File: config.mk
export PLATFORM = sky130hd
export DESIGN_NAME = genius_uc_flat
export DESIGN_NICKNAME = d
export VERILOG_FILES = /design/src/rtl/genius_uc_pkg.sv /design/src/rtl/genius_uc_if.sv /design/src/rtl/genius_uc.sv /design/src/flat_wrapper.sv
export SDC_FILE = /design/constraint.sdc
export NUM_CORES = 1
export LEC_CHECK = 0
export ABC_AREA = 1
export CORE_MARGIN = 3
export CORE_UTILIZATION = 31
export DETAILED_ROUTE_END_ITERATION = 10
export PLACE_DENSITY = 0.81
export SLEW_MARGIN = 10
export SYNTH_ARGS = -nofsm -noshare
export SYNTH_HDL_FRONTEND = slang
export SYNTH_SLANG_ARGS = --single-unit
File: constraint.sdc
create_clock -name clock -period 1.1 [get_ports clock]
set_input_delay 0.22 -clock clock [delete_from_list [all_inputs] [get_ports clock]]
set_output_delay 0.22 -clock clock [all_outputs]
set_load 0.01 [all_outputs]
File: src/rtl/genius_uc_pkg.sv
// Shared definitions for the Genius game control unit: state codes and LED mux selects.
package genius_pkg;

  typedef enum logic [3:0] {
    INICIAL       = 4'h0,
    PREPARA       = 4'h1,
    INICIO_RODADA = 4'h2,
    MOSTRA        = 4'h3,
    PROX_MOSTRA   = 4'h4,
    ZERA_JOGADA   = 4'h5,
    ESPERA        = 4'h6,
    REGISTRA      = 4'h7,
    COMPARA       = 4'h8,
    PROX_JOGADA   = 4'h9,
    PROX_RODADA   = 4'hA,
    GANHOU        = 4'hB,
    PERDEU        = 4'hC,
    TIMEOUT       = 4'hD
  } state_e;

  localparam logic [1:0] SEL_OFF = 2'b00;
  localparam logic [1:0] SEL_MEM = 2'b01;
  localparam logic [1:0] SEL_BOT = 2'b10;

endpackage

File: src/rtl/genius_uc_if.sv
// Control/status bundle between the Genius control unit (slave side) and its datapath (master side).
interface genius_uc_if;
  logic       iniciar;
  logic       modo;
  logic       fimM;
  logic       endecoIgualLimite;
  logic       fimL;
  logic       jogada_feita;
  logic       botoesIgualMemoria;
  logic       timeout;
  logic       zeraE;
  logic       contaE;
  logic       zeraL;
  logic       contaL;
  logic       zeraR;
  logic       zeraM;
  logic       contaM;
  logic       registraR;
  logic       contaT;
  logic       selecionaMemoria;
  logic [1:0] seletor;
  logic       pronto;
  logic       ganhou;
  logic       perdeu;
  logic       deu_timeout;
  logic [3:0] db_estado;

  modport slave (
    input  iniciar, modo, fimM, endecoIgualLimite, fimL, jogada_feita,
           botoesIgualMemoria, timeout,
    output zeraE, contaE, zeraL, contaL, zeraR, zeraM, contaM, registraR, contaT,
           selecionaMemoria, seletor, pronto, ganhou, perdeu, deu_timeout, db_estado
  );

  modport master (
    output iniciar, modo, fimM, endecoIgualLimite, fimL, jogada_feita,
           botoesIgualMemoria, timeout,
    input  zeraE, contaE, zeraL, contaL, zeraR, zeraM, contaM, registraR, contaT,
           selecionaMemoria, seletor, pronto, ganhou, perdeu, deu_timeout, db_estado
  );
endinterface

File: src/rtl/genius_uc.sv
// Moore control unit for the Genius memory game.
// Optional macro GENIUS_TIMEOUT_EN enables the ESPERA timeout path (TIMEOUT state, contaT, deu_timeout).
module genius_uc
  import genius_pkg::*;
#(
  parameter bit ECHO_BUTTONS = 1'b1
) (
  input logic         clock,
  input logic         reset,
  genius_uc_if.slave  bus
);

  state_e state_q, state_d;
  logic   sel_mem_q;

`ifndef GENIUS_TIMEOUT_EN
  logic timeout_unused_s;
  assign timeout_unused_s = bus.timeout;
`endif

  // State register
  always_ff @(posedge clock or negedge reset) begin
    if (!reset) begin
      state_q <= INICIAL;
    end else begin
      state_q <= state_d;
    end
  end

  // Memory select is captured once per game, while preparing
  always_ff @(posedge clock or negedge reset) begin
    if (!reset) begin
      sel_mem_q <= 1'b0;
    end else if (state_q == PREPARA) begin
      sel_mem_q <= bus.modo;
    end else begin
      sel_mem_q <= sel_mem_q;
    end
  end

  // Next-state logic
  always_comb begin
    state_d = state_q;
    case (state_q)
      INICIAL:       if (bus.iniciar) state_d = PREPARA; else state_d = INICIAL;
      PREPARA:       state_d = INICIO_RODADA;
      INICIO_RODADA: state_d = MOSTRA;
      MOSTRA: begin
        if (!bus.fimM)                 state_d = MOSTRA;
        else if (bus.endecoIgualLimite) state_d = ZERA_JOGADA;
        else                            state_d = PROX_MOSTRA;
      end
      PROX_MOSTRA:   state_d = MOSTRA;
      ZERA_JOGADA:   state_d = ESPERA;
      ESPERA: begin
        // A play arriving together with the timeout takes precedence
        if (bus.jogada_feita)    state_d = REGISTRA;
`ifdef GENIUS_TIMEOUT_EN
        else if (bus.timeout)    state_d = TIMEOUT;
`endif
        else                     state_d = ESPERA;
      end
      REGISTRA:      state_d = COMPARA;
      COMPARA: begin
        if (!bus.botoesIgualMemoria)     state_d = PERDEU;
        else if (!bus.endecoIgualLimite) state_d = PROX_JOGADA;
        else if (bus.fimL)               state_d = GANHOU;
        else                             state_d = PROX_RODADA;
      end
      PROX_JOGADA:   state_d = ESPERA;
      PROX_RODADA:   state_d = INICIO_RODADA;
      GANHOU, PERDEU, TIMEOUT: begin
        if (bus.iniciar) state_d = PREPARA;
        else             state_d = state_q;
      end
      default:       state_d = INICIAL;
    endcase
  end

  // Moore output decode
  always_comb begin
    bus.zeraE       = 1'b0;
    bus.contaE      = 1'b0;
    bus.zeraL       = 1'b0;
    bus.contaL      = 1'b0;
    bus.zeraR       = 1'b0;
    bus.zeraM       = 1'b0;
    bus.contaM      = 1'b0;
    bus.registraR   = 1'b0;
    bus.contaT      = 1'b0;
    bus.seletor     = SEL_OFF;
    bus.pronto      = 1'b0;
    bus.ganhou      = 1'b0;
    bus.perdeu      = 1'b0;
    bus.deu_timeout = 1'b0;
    case (state_q)
      PREPARA: begin
        bus.zeraE = 1'b1;
        bus.zeraL = 1'b1;
        bus.zeraR = 1'b1;
        bus.zeraM = 1'b1;
      end
      INICIO_RODADA: begin
        bus.zeraE = 1'b1;
        bus.zeraM = 1'b1;
      end
      MOSTRA: begin
        bus.seletor = SEL_MEM;
        bus.contaM  = 1'b1;
      end
      PROX_MOSTRA: begin
        bus.contaE = 1'b1;
        bus.zeraM  = 1'b1;
      end
      ZERA_JOGADA: begin
        bus.zeraE = 1'b1;
        bus.zeraR = 1'b1;
      end
      ESPERA: begin
`ifdef GENIUS_TIMEOUT_EN
        bus.contaT = 1'b1;
`endif
        bus.seletor = ECHO_BUTTONS ? SEL_BOT : SEL_OFF;
      end
      REGISTRA:    bus.registraR = 1'b1;
      PROX_JOGADA: bus.contaE    = 1'b1;
      PROX_RODADA: bus.contaL    = 1'b1;
      GANHOU: begin
        bus.ganhou = 1'b1;
        bus.pronto = 1'b1;
      end
      PERDEU: begin
        bus.perdeu = 1'b1;
        bus.pronto = 1'b1;
      end
      TIMEOUT: begin
`ifdef GENIUS_TIMEOUT_EN
        bus.deu_timeout = 1'b1;
`endif
        bus.pronto = 1'b1;
      end
      default: ;
    endcase
  end

  assign bus.selecionaMemoria = sel_mem_q;
  assign bus.db_estado        = state_q;

endmodule

File: src/flat_wrapper.sv
// flat-port wrapper written by rule: the top's interface ports become plain ports
module genius_uc_flat import genius_pkg::*;
#(
  parameter bit ECHO_BUTTONS = 1'b1
)
  (clock, reset, bus_iniciar, bus_modo, bus_fimM, bus_endecoIgualLimite, bus_fimL, bus_jogada_feita, bus_botoesIgualMemoria, bus_timeout, bus_zeraE, bus_contaE, bus_zeraL, bus_contaL, bus_zeraR, bus_zeraM, bus_contaM, bus_registraR, bus_contaT, bus_selecionaMemoria, bus_seletor, bus_pronto, bus_ganhou, bus_perdeu, bus_deu_timeout, bus_db_estado);
  genius_uc_if bus_i ();
  input logic clock;
  input logic reset;
  input wire logic [$bits(bus_i.iniciar)-1:0] bus_iniciar;
  input wire logic [$bits(bus_i.modo)-1:0] bus_modo;
  input wire logic [$bits(bus_i.fimM)-1:0] bus_fimM;
  input wire logic [$bits(bus_i.endecoIgualLimite)-1:0] bus_endecoIgualLimite;
  input wire logic [$bits(bus_i.fimL)-1:0] bus_fimL;
  input wire logic [$bits(bus_i.jogada_feita)-1:0] bus_jogada_feita;
  input wire logic [$bits(bus_i.botoesIgualMemoria)-1:0] bus_botoesIgualMemoria;
  input wire logic [$bits(bus_i.timeout)-1:0] bus_timeout;
  output wire logic [$bits(bus_i.zeraE)-1:0] bus_zeraE;
  output wire logic [$bits(bus_i.contaE)-1:0] bus_contaE;
  output wire logic [$bits(bus_i.zeraL)-1:0] bus_zeraL;
  output wire logic [$bits(bus_i.contaL)-1:0] bus_contaL;
  output wire logic [$bits(bus_i.zeraR)-1:0] bus_zeraR;
  output wire logic [$bits(bus_i.zeraM)-1:0] bus_zeraM;
  output wire logic [$bits(bus_i.contaM)-1:0] bus_contaM;
  output wire logic [$bits(bus_i.registraR)-1:0] bus_registraR;
  output wire logic [$bits(bus_i.contaT)-1:0] bus_contaT;
  output wire logic [$bits(bus_i.selecionaMemoria)-1:0] bus_selecionaMemoria;
  output wire logic [$bits(bus_i.seletor)-1:0] bus_seletor;
  output wire logic [$bits(bus_i.pronto)-1:0] bus_pronto;
  output wire logic [$bits(bus_i.ganhou)-1:0] bus_ganhou;
  output wire logic [$bits(bus_i.perdeu)-1:0] bus_perdeu;
  output wire logic [$bits(bus_i.deu_timeout)-1:0] bus_deu_timeout;
  output wire logic [$bits(bus_i.db_estado)-1:0] bus_db_estado;
  assign bus_i.iniciar = bus_iniciar;
  assign bus_i.modo = bus_modo;
  assign bus_i.fimM = bus_fimM;
  assign bus_i.endecoIgualLimite = bus_endecoIgualLimite;
  assign bus_i.fimL = bus_fimL;
  assign bus_i.jogada_feita = bus_jogada_feita;
  assign bus_i.botoesIgualMemoria = bus_botoesIgualMemoria;
  assign bus_i.timeout = bus_timeout;
  assign bus_zeraE = bus_i.zeraE;
  assign bus_contaE = bus_i.contaE;
  assign bus_zeraL = bus_i.zeraL;
  assign bus_contaL = bus_i.contaL;
  assign bus_zeraR = bus_i.zeraR;
  assign bus_zeraM = bus_i.zeraM;
  assign bus_contaM = bus_i.contaM;
  assign bus_registraR = bus_i.registraR;
  assign bus_contaT = bus_i.contaT;
  assign bus_selecionaMemoria = bus_i.selecionaMemoria;
  assign bus_seletor = bus_i.seletor;
  assign bus_pronto = bus_i.pronto;
  assign bus_ganhou = bus_i.ganhou;
  assign bus_perdeu = bus_i.perdeu;
  assign bus_deu_timeout = bus_i.deu_timeout;
  assign bus_db_estado = bus_i.db_estado;
  genius_uc #(.ECHO_BUTTONS(ECHO_BUTTONS)) u_core (.clock(clock), .reset(reset), .bus(bus_i));
endmodule
# == After elaboration in Yosys (flattened, before gate mapping) ==
# Index checks and enable logic that the tools add are counted.
# classes
eq_ne,14
n_mux,21
reduce_logical,9
# op_table
operator,count
$pmux W4 S9,1
$eq A4 B4 Y1 const B,6
$eq A4 B3 Y1 const B,4
$mux W4,4
$mux W1,15
$reduce_or A2 Y1,5
$reduce_or A3 Y1,3
$eq A4 B2 Y1 const B,2
$eq A4 B1 Y1 const B,1
$logic_not A4 Y1,1
$pmux W2 S2,1
$ne A2 B1 Y1 const B,1
# totals
wordCells,46
input_bits,10
reg_bits,5

# == Longest topological paths before layout ==
# Gate-level depths: netlist of the first run.
# logic_depth
ltp_word,4
mapped_depth,8
mapped_depth_nobuf,8

# == Least setup slack after synthesis of the first run ==
# Ideal clock, no wire load.
# synth_timing
kind,flip-flop to flip-flop
start,reg u_core.state_q[0] (netlist: u_core.bus.db_estado[0])
end,reg u_core.sel_mem_q (netlist: u_core.bus.selecionaMemoria)
stages_incl_launch_ff,6
setup_time_ps,125
t_arrival_ps,1187
setup_slack_ps,-211
synth_period_minus_slack_ps,1311
n_path_buf,0
path_cell_list,dfrtp_1 > inv_1 > nor2_1 > inv_1 > nor2_4 > mux2_2
# synth_between
elab_chain_len,1
# synth_rtl
element,line,source
"start, declared",genius_uc.sv:13,"state_e state_q, state_d;"
"start signal, assigned",genius_uc.sv:26,state_q <= state_d;
$eq A4 B1 Y1,genius_uc.sv:34,end else if (state_q == PREPARA) begin
"end signal, assigned",genius_uc.sv:35,sel_mem_q <= bus.modo;
"end signal, assigned",genius_uc.sv:37,sel_mem_q <= sel_mem_q;
"end, declared",genius_uc.sv:14,logic sel_mem_q;
# No other way between the ends.
# A chain may end at the register's enable or synchronous reset.

# == Final worst setup path of the first run ==
# layout_timing
start,reg u_core.state_q[3] (netlist: u_core.bus.db_estado[3])
end,out bus_zeraL
# layout_between
elab_chain_len,2
# layout_rtl
element,line,source
$eq A4 B1 Y1,genius_uc.sv:96,case (state_q)
$mux W1,genius_uc.sv:96,
"end, declared",flat_wrapper.sv:20,output wire logic [$bits(bus_i.zeraL)-1:0] bus_zeraL;
# No other way between the ends.

==> results of run 1 <==
sequential cells by signal, indices dropped and copies added (netlist names):
name / count
u_core.bus.db_estado: 4
u_core.bus.selecionaMemoria: 1
cell usage in the layout (no fill, tap or decap), types with 2 or more instances in the layout:
cell / instances
buf_2: 9
dfrtp_2: 4
nand2_1: 13
clkbuf_4: 3
conb_1: 2
nor2_4: 8
nor2_1: 5
buf_6: 17
buf_4: 25
nand3_1: 4
nand2_4: 7
nand2_2: 5
nor2_2: 5
clkdlybuf4s50_1: 8
inv_2: 9
inv_1: 4
per-stage QoR:
step                cells  total power (uW)  worst slack, ps  hold WS [ps]
finish                161              3750             -493           190
global route          161              3930             -537           190
global placement      141              2250             -568           452
detailed placement    141              2290             -605           459
floorplan              83              1200             -139         -75.6
CTS                   154              2900             -409           196
worst reg2reg max path: cells and delay by family, from the launching register on:
kind,cells,cell delay (ps)
flops,1,440
buf+inv,3,380
mux,1,300
simple gates,2,260
cells by family (layout without fill, tap and decap cells):
kind of cell	count (synthesis)	in the layout
AOI/OAI and AO/OA	5	5
buffers and inverters	16	79
DFF	5	5
muxes	1	1
other	1	2
and+or+nand+nor	54	54
power breakdown:
group	internal, uW	total, uW	switching (uW)
Sequential	282	426	144
Combinational	1520	3070	1550
Clock	140	258	118
worst max path at each step:
| stage | startpoint | endpoint | slack [ps] | cells past startpoint |
|---|---|---|---|---|
| global placement | u_core.bus.db_estado[1] | bus_zeraM | -570 | 7 |
| floorplan | u_core.bus.db_estado[0] | u_core.bus.selecionaMemoria | -140 | 5 |
| finish | u_core.bus.db_estado[3] | bus_zeraL | -490 | 4 |
| CTS | u_core.bus.db_estado[0] | bus_zeraM | -410 | 7 |
| detailed placement | u_core.bus.db_estado[1] | bus_zeraM | -610 | 7 |
| global route | u_core.bus.db_estado[3] | bus_zeraL | -540 | 4 |
area by class of cell:
cell class              instances  area, um2  share of cell area, %
flip-flops and latches          5        130                   10.6
multi-input cells              62        472                   38.6
repair buffers                 61        520                   42.6
well taps                      15       18.8                   1.54
inverters                      14       55.1                   4.50
clock buffers                   4       26.3                   2.15
timing repair:
| item | 4_1_cts | 5_1_grt |
|---|---|---|
| resized for setup | 93 | 45 |
| setup endpoints to repair | 23 | 23 |
| cloned | 0 | 0 |
| pin swaps | 10 | 11 |
| hold buffers | 0 | 0 |
| setup buffers | 9 | 7 |
per-layer routing:
metal	routed length (um)	part of all wire, %	global-route usage, %
met1	1040	36	25.0
met2	1560	54	41.2
met3	154	5.3	5.58
met4	136	4.7	7.60
met5	0	0	0
==> flow_metrics.tcl, run 1 <==
set metrics [dict create \
    status "finished, violations left" \
    failed_checks "setup timing" \
    areaGrowthSynthToFinish_pct 159 \
    routed_wl_mm 2.90 \
    reg2reg_depth 6 \
    start_util_pct 34.5 \
    ys_top_cells_by_count "nand2_1 (25), nor2_1 (17), inv_1 (14)" \
    synth_edf_count 0 \
    grt_max_degree 6 \
    worstSetupPathType "flip-flop to primary output" \
    end_kind "primary output" \
    cp-start-kind "flip-flop" \
    synthCells 82 \
    synthTopCellsByArea "dfrtp_1 (27%), nand2_1 (20%), nor2_1 (14%), inv_1 (11%), nand3_1 (6.4%)" \
    grt_pass1_wl_mm 3.31 \
    cap_violations 0 \
    fin_crit_ps 1590 \
    power_leakage_uw 0.000649 \
    floorplan.io_pins 30 \
    slew_viol_final 0 \
    synth.yosys.seq_area_share_pct 26.5 \
    antenna_cells 0 \
    setup_ws_ps -493 \
    grt_pass1_vias 730 \
    final_layout_size_suffix_gt1_share_pct 71.2 \
    first_pass_iters 4 \
    setup-tns-final_ps -7820 \
    path_clk_slew_ps 60 \
    p_per_area_nw_per_um2 3070 \
    worstPathMaxFanout 4 \
    synth.most_common_cell "nand2_1" \
    htree_levels 1 \
    vias_per_cell 5.28 \
    critPathMaxStageDelay_ps 440 \
    route.detailed.drc 0 \
    cts_tree "built" \
    gp_congestion 0.864 \
    irDropWorstVdd_v 0.00146 \
    r2r-start "u_core.bus.db_estado[3]" \
    finClkSkew_ps 12.0 \
    die_w_um 45.0 \
    finalCritPeriodShare_pct 145 \
    die_h_um 45.0 \
    ant_nets 0 \
    hold_viol 0 \
    fillers 70 \
    hold_path_class "input port to async pin" \
    drtIter0Drc 9 \
    cts_root_buf "clkbuf_4" \
    muxShareOfSynthArea_pct 2.39 \
    grt_usage_pct 22.6 \
    syn-cell-area_um2 472 \
    crit_slowest_cell "dfrtp_2" \
    cts_buffers 3 \
    synth_top_area_share_pct 26.5 \
    critical_path_arrival_ps 1370 \
    fmax_ghz 0.628 \
    wl_per_cell_um 18.0 \
    dpl.hpwl_mm 1.34 \
    synth_top_family_by_area "simple AND/OR/NAND/NOR gates" \
    synthXorXnorAreaFrac_pct 0 \
    ys_types 15 \
    avgSynthCellArea_um2 5.75 \
    synthArstFlopShare_pct 100 \
    crit_path_cell_trace "inv_2, nand2_4, nor2_4, clkdlybuf4s15_2" \
    critPathRequiredTime_ps 880 \
    core_um2 1370 \
    synth_fa_ha_area_share_pct 0 \
    yosysWarningCount 0 \
    die_area_um2 2030 \
    ys.flop_type "dfrtp_1" \
    post-route-util_pct 89.5 \
    synth_top_area_cell "dfrtp_1" \
    synth_compound_area_share_pct 7.69 \
    placed_area_um2 913 \
    ys_ff_latch 5 \
    antenna_found_initial 0 \
    reg2reg_to "u_core.bus.selecionaMemoria" \
    port-buffer-count 26 \
    yosys.area_share.simple_pct 48.3 \
    nNetsFinal 157 \
    crit_family "flip-flops" \
    vias 850 \
    insertion_delay_ps 280 \
    num_rows 13 \
    final_cell_area_um2 1220 \
    cts_sinks 5 \
    worst-path-buf-inv 2 \
    clock_tree.buffer_depth 2 \
    rrSetupSlack_ps -380 \
    overflow 0 \
    rsz0062_at_grt "yes" \
    setup-violations-final 22 \
]
Power figures use the tool's default switching activity.
==> inputs of run 2 (changes only) <==
- HOLD_SLACK_MARGIN: not set -> 0.1
==> results of run 2 <==
Same layout as run 1: the final DEF is identical, and so are final timing and power.
